`src/rtl/push_cursor_ctrl_pkg.sv`:
```
// Shared types and constants for the pushbutton / cursor controller.
// Holds the repeat FSM state encoding and direction codes.
package push_cursor_ctrl_pkg;

    localparam int unsigned CURSOR_W = 5;

    typedef enum logic [1:0] {
        ST_IDLE   = 2'd0,
        ST_FIRST  = 2'd1,
        ST_WAIT   = 2'd2,
        ST_REPEAT = 2'd3
    } rep_state_e;

    localparam logic DIR_UP   = 1'b0;
    localparam logic DIR_DOWN = 1'b1;

endpackage

```
`src/rtl/push_debouncer.sv`:
```
// One button: 2-FF synchronizer, counting debouncer, rise pulse.
// rise is high for the single cycle after level goes 0 -> 1.
module push_debouncer #(
    parameter int unsigned DEBOUNCE_CYCLES = 1000000
) (
    input  logic clk,
    input  logic reset,
    input  logic raw,
    output logic level,
    output logic rise
);

    localparam int unsigned CW =
        (DEBOUNCE_CYCLES > 2) ? $clog2(DEBOUNCE_CYCLES) : 1;
    localparam logic [CW-1:0] CNT_LAST = CW'(DEBOUNCE_CYCLES - 1);

    logic          sync1_q, sync2_q;
    logic          level_q, level_d;
    logic          rise_q, rise_d;
    logic [CW-1:0] cnt_q, cnt_d;

    // Bring the raw asynchronous level into the clock domain.
    always_ff @(posedge clk or posedge reset) begin
        if (reset) begin
            sync1_q <= 1'b0;
            sync2_q <= 1'b0;
        end else begin
            sync1_q <= raw;
            sync2_q <= sync1_q;
        end
    end

    // Accept a new level only after it has been stable long enough.
    always_comb begin
        level_d = level_q;
        rise_d  = 1'b0;
        cnt_d   = '0;
        if (sync2_q != level_q) begin
            if (cnt_q == CNT_LAST) begin
                level_d = sync2_q;
                rise_d  = sync2_q;
            end else begin
                cnt_d = cnt_q + CW'(1);
            end
        end
    end

    // Debouncer state registers.
    always_ff @(posedge clk or posedge reset) begin
        if (reset) begin
            level_q <= 1'b0;
            rise_q  <= 1'b0;
            cnt_q   <= '0;
        end else begin
            level_q <= level_d;
            rise_q  <= rise_d;
            cnt_q   <= cnt_d;
        end
    end

    assign level = level_q;
    assign rise  = rise_q;

endmodule

```
`src/rtl/push_cursor_ctrl.sv`:
```
// Button conditioning for the counter edit path: up/down pulses
// with auto-repeat, and the left/right field-select cursor.
module push_cursor_ctrl
    import push_cursor_ctrl_pkg::*;
#(
    parameter int unsigned DEBOUNCE_CYCLES = 1000000,
    parameter int unsigned REPEAT_DELAY    = 50000000,
    parameter int unsigned REPEAT_PERIOD   = 20000000,
    parameter int unsigned CURSOR_MAX      = 8
) (
    input  logic                clk,
    input  logic                reset,
    input  logic                btn_up,
    input  logic                btn_down,
    input  logic                btn_left,
    input  logic                btn_right,
    input  logic                edit_en,
    output logic                push_up,
    output logic                push_down,
    output logic [CURSOR_W-1:0] counterlr
);

    localparam int unsigned RMAX =
        (REPEAT_DELAY > REPEAT_PERIOD) ? REPEAT_DELAY : REPEAT_PERIOD;
    localparam int unsigned TW = (RMAX > 2) ? $clog2(RMAX) : 1;
    localparam logic [TW-1:0] T_DELAY  = TW'(REPEAT_DELAY - 1);
    localparam logic [TW-1:0] T_PERIOD = TW'(REPEAT_PERIOD - 1);
    localparam logic [CURSOR_W-1:0] CUR_LAST = CURSOR_W'(CURSOR_MAX - 1);

    logic up_lvl, up_rise;
    logic dn_lvl, dn_rise;
    logic lf_lvl, lf_rise;
    logic rt_lvl, rt_rise;

    push_debouncer #(.DEBOUNCE_CYCLES(DEBOUNCE_CYCLES)) u_db_up (
        .clk(clk), .reset(reset), .raw(btn_up),
        .level(up_lvl), .rise(up_rise)
    );
    push_debouncer #(.DEBOUNCE_CYCLES(DEBOUNCE_CYCLES)) u_db_dn (
        .clk(clk), .reset(reset), .raw(btn_down),
        .level(dn_lvl), .rise(dn_rise)
    );
    push_debouncer #(.DEBOUNCE_CYCLES(DEBOUNCE_CYCLES)) u_db_lf (
        .clk(clk), .reset(reset), .raw(btn_left),
        .level(lf_lvl), .rise(lf_rise)
    );
    push_debouncer #(.DEBOUNCE_CYCLES(DEBOUNCE_CYCLES)) u_db_rt (
        .clk(clk), .reset(reset), .raw(btn_right),
        .level(rt_lvl), .rise(rt_rise)
    );

    rep_state_e          state_q;
    logic                dir_q;
    logic [TW-1:0]       timer_q;
    logic                push_up_q, push_dn_q;
    logic [CURSOR_W-1:0] cur_q, cur_d;
    logic                held;

    assign held = (dir_q == DIR_UP) ? up_lvl : dn_lvl;

    // Repeat FSM: first pulse on press, then delay, then periodic.
    // The FIRST cycle is the one in which the first pulse is visible;
    // the timer is loaded together with that pulse so spacing is exact.
    always_ff @(posedge clk or posedge reset) begin
        if (reset) begin
            state_q   <= ST_IDLE;
            dir_q     <= DIR_UP;
            timer_q   <= '0;
            push_up_q <= 1'b0;
            push_dn_q <= 1'b0;
        end else begin
            push_up_q <= 1'b0;
            push_dn_q <= 1'b0;
            if (!edit_en || (up_lvl && dn_lvl)) begin
                state_q <= ST_IDLE;
            end else begin
                case (state_q)
                    ST_IDLE: begin
                        if (up_rise) begin
                            state_q   <= ST_FIRST;
                            dir_q     <= DIR_UP;
                            timer_q   <= T_DELAY;
                            push_up_q <= 1'b1;
                        end else if (dn_rise) begin
                            state_q   <= ST_FIRST;
                            dir_q     <= DIR_DOWN;
                            timer_q   <= T_DELAY;
                            push_dn_q <= 1'b1;
                        end
                    end
                    ST_FIRST, ST_WAIT, ST_REPEAT: begin
                        if (!held) begin
                            state_q <= ST_IDLE;
                        end else if (timer_q == '0) begin
                            state_q   <= ST_REPEAT;
                            timer_q   <= T_PERIOD;
                            push_up_q <= (dir_q == DIR_UP);
                            push_dn_q <= (dir_q == DIR_DOWN);
                        end else begin
                            if (state_q == ST_FIRST) begin
                                state_q <= ST_WAIT;
                            end
                            timer_q <= timer_q - TW'(1);
                        end
                    end
                    default: state_q <= ST_IDLE;
                endcase
            end
        end
    end

    // Next cursor position: one step per edge, wrapping both ways.
    always_comb begin
        cur_d = cur_q;
        if (!edit_en) begin
            cur_d = '0;
        end else if (rt_rise && !lf_rise) begin
            cur_d = (cur_q == CUR_LAST) ? '0 : cur_q + CURSOR_W'(1);
        end else if (lf_rise && !rt_rise) begin
            cur_d = (cur_q == '0) ? CUR_LAST : cur_q - CURSOR_W'(1);
        end
    end

    // Cursor register.
    always_ff @(posedge clk or posedge reset) begin
        if (reset) begin
            cur_q <= '0;
        end else begin
            cur_q <= cur_d;
        end
    end

    assign push_up   = push_up_q;
    assign push_down = push_dn_q;
    assign counterlr = cur_q;

endmodule

```
`config.mk`:
```
export PLATFORM = sky130hd
export DESIGN_NAME = push_cursor_ctrl
export DESIGN_NICKNAME = d
export VERILOG_FILES = /design/src/rtl/push_cursor_ctrl_pkg.sv /design/src/rtl/push_debouncer.sv /design/src/rtl/push_cursor_ctrl.sv
export SDC_FILE = /design/constraint.sdc
export NUM_CORES = 1
export LEC_CHECK = 0
export ABC_CLOCK_PERIOD_IN_PS = 4600
export CORE_ASPECT_RATIO = 1.1
export CORE_MARGIN = 10
export CORE_UTILIZATION = 64
export CTS_CLUSTER_DIAMETER = 30
export DETAILED_ROUTE_END_ITERATION = 8
export DONT_BUFFER_PORTS = 1
export GPL_TIMING_DRIVEN = 0
export PLACE_DENSITY = 0.86
export SLEW_MARGIN = 20
export SYNTH_ARGS = -nofsm -noshare
export SYNTH_HDL_FRONTEND = slang
export SYNTH_SLANG_ARGS = --single-unit
```
`constraint.sdc`:
```
create_clock -name clk -period 4.6 [get_ports clk]
set_input_delay 0.23 -clock clk [delete_from_list [all_inputs] [get_ports clk]]
set_output_delay 0.23 -clock clk [all_outputs]
set_load 0.02 [all_outputs]
```
Word-level counts from Yosys, hierarchy flattened
Index checks and enable logic that the tools add are counted.

$add $sub $neg: 7. Reductions and logical operators: 19. Equality and inequality tests: 17. Bitwise logic cells: 2. Mux-type cells: 47.

Operators by type and width (number): $mux 20 (8); $mux 26 (4); $add 20x1->20 const B (4); $eq 20x20->1 const B (4); $pmux 26 s2 (1); $logic_not 26->1 (1); $sub 26x1->26 const B (1); $mux 5 (5); $mux 1 (20); $mux 2 (6); $reduce_and 2->1 (5); $ne 3x1->1 const B (2); $reduce_and 3->1 (2); $add 5x1->5 const B (1); $eq 5x3->1 const B (1); $logic_not 5->1 (1); $ne 5x5->1 const B (1); $sub 5x1->5 const B (1); $eq 2x2->1 const B (2); $ne 1x1->1 (4); $ne 4x2->1 const B (1); $pmux 1 s2 (2); $pmux 2 s2 (1); $logic_and 1x1->1 (3); 8 further kinds (11).

Bits of input ports: 7. Output and inout bits: 7. Word-level logic and storage cells: 118. Register bits after elaboration: 132.

Logic depth before layout (Yosys ltp)
Depth in word-level cells: 6. Mapped depth: 8. Depth with buffers taken out: 7.

Modules after synthesis
From an unflattened synthesis, not the netlist that was laid out.

Cells, all modules: 670. Area total of the unflattened synthesis: 6890.4 um^2.

Modules (own cells, without submodules): push_debouncer at u_db_dn ... (times used 3, cells an instance 108, area an instance 1188.6 um^2); push_cursor_ctrl (times used 1, cells an instance 236, area an instance 2190.9 um^2); push_debouncer at u_db_up (times used 1, cells an instance 110, area an instance 1133.6 um^2).

Least setup slack after synthesis
No wires, ideal clock.

Kind: flip-flop to flip-flop. Start: register timer_q[0]. End: register timer_q[18]. Setup slack: 2.520 ns. Period minus slack after synthesis: 2.080 ns. Arrival: 2.002 ns. Cell stages (with the launch flop): 8. Library setup time: 0.078 ns. Path buffers: 0. Cells stage by stage: dfrtp_1 inv_1 ha_1 nor4b_2 nand4_2 or3_4 or3_1 a21boi_1.

Longest elaborated chain between the ends: 4. Elaborated cells on any way between the ends: 5.

RTL lines: from (decl) (RTL line push_cursor_ctrl.sv:54) `logic [TW-1:0] timer_q;`; from (signal assigned) (RTL line push_cursor_ctrl.sv:103) `timer_q <= timer_q - TW'(1);`; $sub 26x1->26 / $logic_not 26->1 (equally long branches) (RTL line push_cursor_ctrl.sv:103, push_cursor_ctrl.sv:94); $mux 26 (*) (RTL line push_cursor_ctrl.sv:94) `end else if (timer_q == '0) begin`; $mux 26 (*) (RTL line push_cursor_ctrl.sv:92) `if (!held) begin`; $pmux 26 s2 (*) (RTL line push_cursor_ctrl.sv:77) `case (state_q)`.

Every way passes the cells marked *; elsewhere a longest branch is shown, timed or not. The select of a mux whose other input is x is not followed. A chain may end at the register's enable or synchronous reset.

Worst setup path after layout
Start: register u_db_lf.cnt_q[0]. End: register u_db_lf.cnt_q[18].

Longest elaborated chain between the ends: 3. Elaborated cells on any way between the ends: 4.

RTL lines: from (decl) (RTL line push_debouncer.sv:20) `logic [CW-1:0] cnt_q, cnt_d;`; from (signal assigned) (RTL line push_debouncer.sv:57) `cnt_q <= cnt_d;`; $add 20x1->20 / $eq 20x20->1 (equally long branches) (RTL line push_debouncer.sv:43, push_debouncer.sv:39); $mux 20 (*) (RTL line push_debouncer.sv:39) `if (cnt_q == CNT_LAST) begin`; $mux 20 (*) (RTL line push_debouncer.sv:38) `if (sync2_q != level_q) begin`; net u_db_lf.cnt_d[18] (RTL line push_debouncer.sv:20).

Mark *: on every way through the listed nets, which the timed path passes. The rest lies on a longest branch.

==> metrics <==
run status=completed; clk slew on worst S/H paths=0.06 ns; Worst Setup Start Kind=register; largest area contributor in the netlist=dfrtp_1; Synth Cell Area=6420 um^2; Post-synth EDFFs=0; WL final=13.9 mm; Hold WS=0.180 ns; Design Area, Final=7240 um^2; Area Growth Syn to Fin=12.8%; diodes inserted=0; MaxCap Viol Count=0; total core area=9840 um^2; CTS tree=built; Antenna Violating Nets Remaining=0; asr flop ratio synth=1.00; Place WS=2.10 ns; final core utilization=0.735; Final Hold Viols=0; post-placement cell area=6600 um^2; # IOs=14; Nets=686; leading cell type in the layout, fill and taps excluded=dfrtp_1; Final Non-Filler Cells=803; Final Power=2.58 mW; clock sinks=132; Avg Inst Size Synth=9.93 um^2; Clk Latency, worst-skew pair=0.53 ns; CP Capture Type=register; row cnt=38; pwr/cell area=356 nW/um^2; Final Max Slew Viols=0; Die Y=125 um; HP Class=in2reg; Post-CTS Setup Inserts=0; post-route DRC violation count=0; share of cells above drive strength 1=0.0864; final setup vio count=0; antenna violations before repair=0; Synth cell types=57; Post-Syn Instances=646; Peak VDD IR=0.378 mV; router iterations before antenna repair=5; Main synth FF type=dfrtp_1; via count=5005; full die area=14400 um^2; placed cells=767; gpl congestion=0.916; routed len/inst=17.3 um; Final period util=0.538; Yosys top cell area share=0.515; Max H-tree Level=4; Synth area leaders=dfrtp_1, nor2_1, xnor2_1; Worst Path Max Fanout=10; post-DR vias/cell=6.23; initial drt markers=490; RSZ-0062 raised after global routing=false; commonest cells after routing, fill and taps aside=dfrtp_1, nor2_1, xnor2_1; Inserted Clock Buffers=17; clock skew=0.00919 ns; root buf cell=clkbuf_8; relative slew slack=0.476; HPWL Detailed=8.77 mm; chip width=115 um; register area share after synthesis=0.515; GRT overflow=0; synthesized flop and latch total=132; CP required=5.01 ns; fin crit period=2.47 ns; Leak Pwr=3.16 nW; Final Worst Setup Slack=2.13 ns; largest net degree at the start of global routing=81; Slew @ Worst Pin=0.775 ns; setup TNS=0 ns; I/O Buffers=0; first-pass GRT wire length=24.4 mm; vias in the first global route=5134; syn_nets=660; warnings from Yosys=0; Tot GR Track Use=0.204; Clock Path Buffers=2; Worst EP arrival=2.88 ns; crit path kind=reg2reg; Initial Utilization=0.652; fmax=404 MHz; Fill cells=647
logic make-up (layout without fill, tap and decap cells):
group | after synthesis | count (layout) | synth area share
AO/OA/AOI/OAI | 61 | 61 | 0.0640
XOR/XNOR | 88 | 88 | 0.120
adder cells (fa/ha/maj) | 7 | 7 | 0.0136
buffers and inverters | 34 | 71 | 0.0211
flip-flops | 132 | 132 | 0.515
multiplexers | 4 | 4 | 0.00702
AND/OR/NAND/NOR | 320 | 320 | 0.260
timing repair:
| item | CTS | global route |
|---|---|---|
| hold endpoints to repair | 64 | 0 |
| resized for setup | 0 | 0 |
| hold buffers | 6 | 0 |
registers in the layout, indices dropped and copies added, names as in the netlist, 2 cells and up:
signal / count
timer_q: 26
u_db_dn.cnt_q: 20
u_db_lf.cnt_q: 20
u_db_rt.cnt_q: 20
u_db_up.cnt_q: 20
counterlr: 5
state_q: 2
synth_stat cells (6+ instances only):
cell	count
a21oi_1	15
and2_1	7
and3_1	15
buf_2	6
clkbuf_1	8
dfrtp_1	132
ha_1	7
inv_1	20
nand2_1	38
nand3_1	37
nand4_1	18
nor2_1	111
nor2b_1	6
nor3_1	22
nor4_1	16
o21ai_0	14
or2_2	7
or3_1	6
xnor2_1	47
xor2_1	41
critical path, stage by stage, from the launching register on:
cell,delay (ns)
dfrtp_1,0.39
ha_1,0.22
and4_1,0.29
nand2_1,0.11
nor4_1,0.61
or2_2,0.22
buf_2,0.20
buf_2,0.24
nor2_1,0.07
path summary, 6_finish.rpt:
kind	from	to	slack, ns	cells after the start
min in group asynchronous	reset	u_db_dn.cnt_q[19]	0.25	2
max in group asynchronous	reset	u_db_up.cnt_q[19]	3.61	3
max reg2reg	u_db_lf.cnt_q[0]	u_db_lf.cnt_q[18]	2.13	8
max	u_db_lf.cnt_q[0]	u_db_lf.cnt_q[18]	2.13	8
min reg2reg	u_db_rt.sync1_q	u_db_rt.sync2_q	0.35	0
min	edit_en	timer_q[10]	0.18	2
cell type report:
class,instances,area (um^2),share of cell area
flip-flops and latches,132,3300,0.457
multi-input cells,480,2980,0.412
inverters,20,80.1,0.0111
plain buffers,14,60.1,0.00830
clock buffers,17,414,0.0572
well taps,120,150,0.0208
repair buffers,7,87.6,0.0121
clock inverters,13,161,0.0223
where the power goes:
group          switching, mW  internal, mW  total, mW
sequential            0.0152          1.17       1.19
clock                  0.499         0.819       1.32
combinational         0.0473        0.0211     0.0683
total                  0.562          2.01       2.58
layer usage:
| metal | part of all wire | GRT usage |
|---|---|---|
| met5 | 0 | 0 |
| met4 | 0.022 | 0.0836 |
| met3 | 0.055 | 0.0483 |
| met2 | 0.52 | 0.340 |
| met1 | 0.41 | 0.248 |
Note: power is estimated with default switching activity, not from simulation.
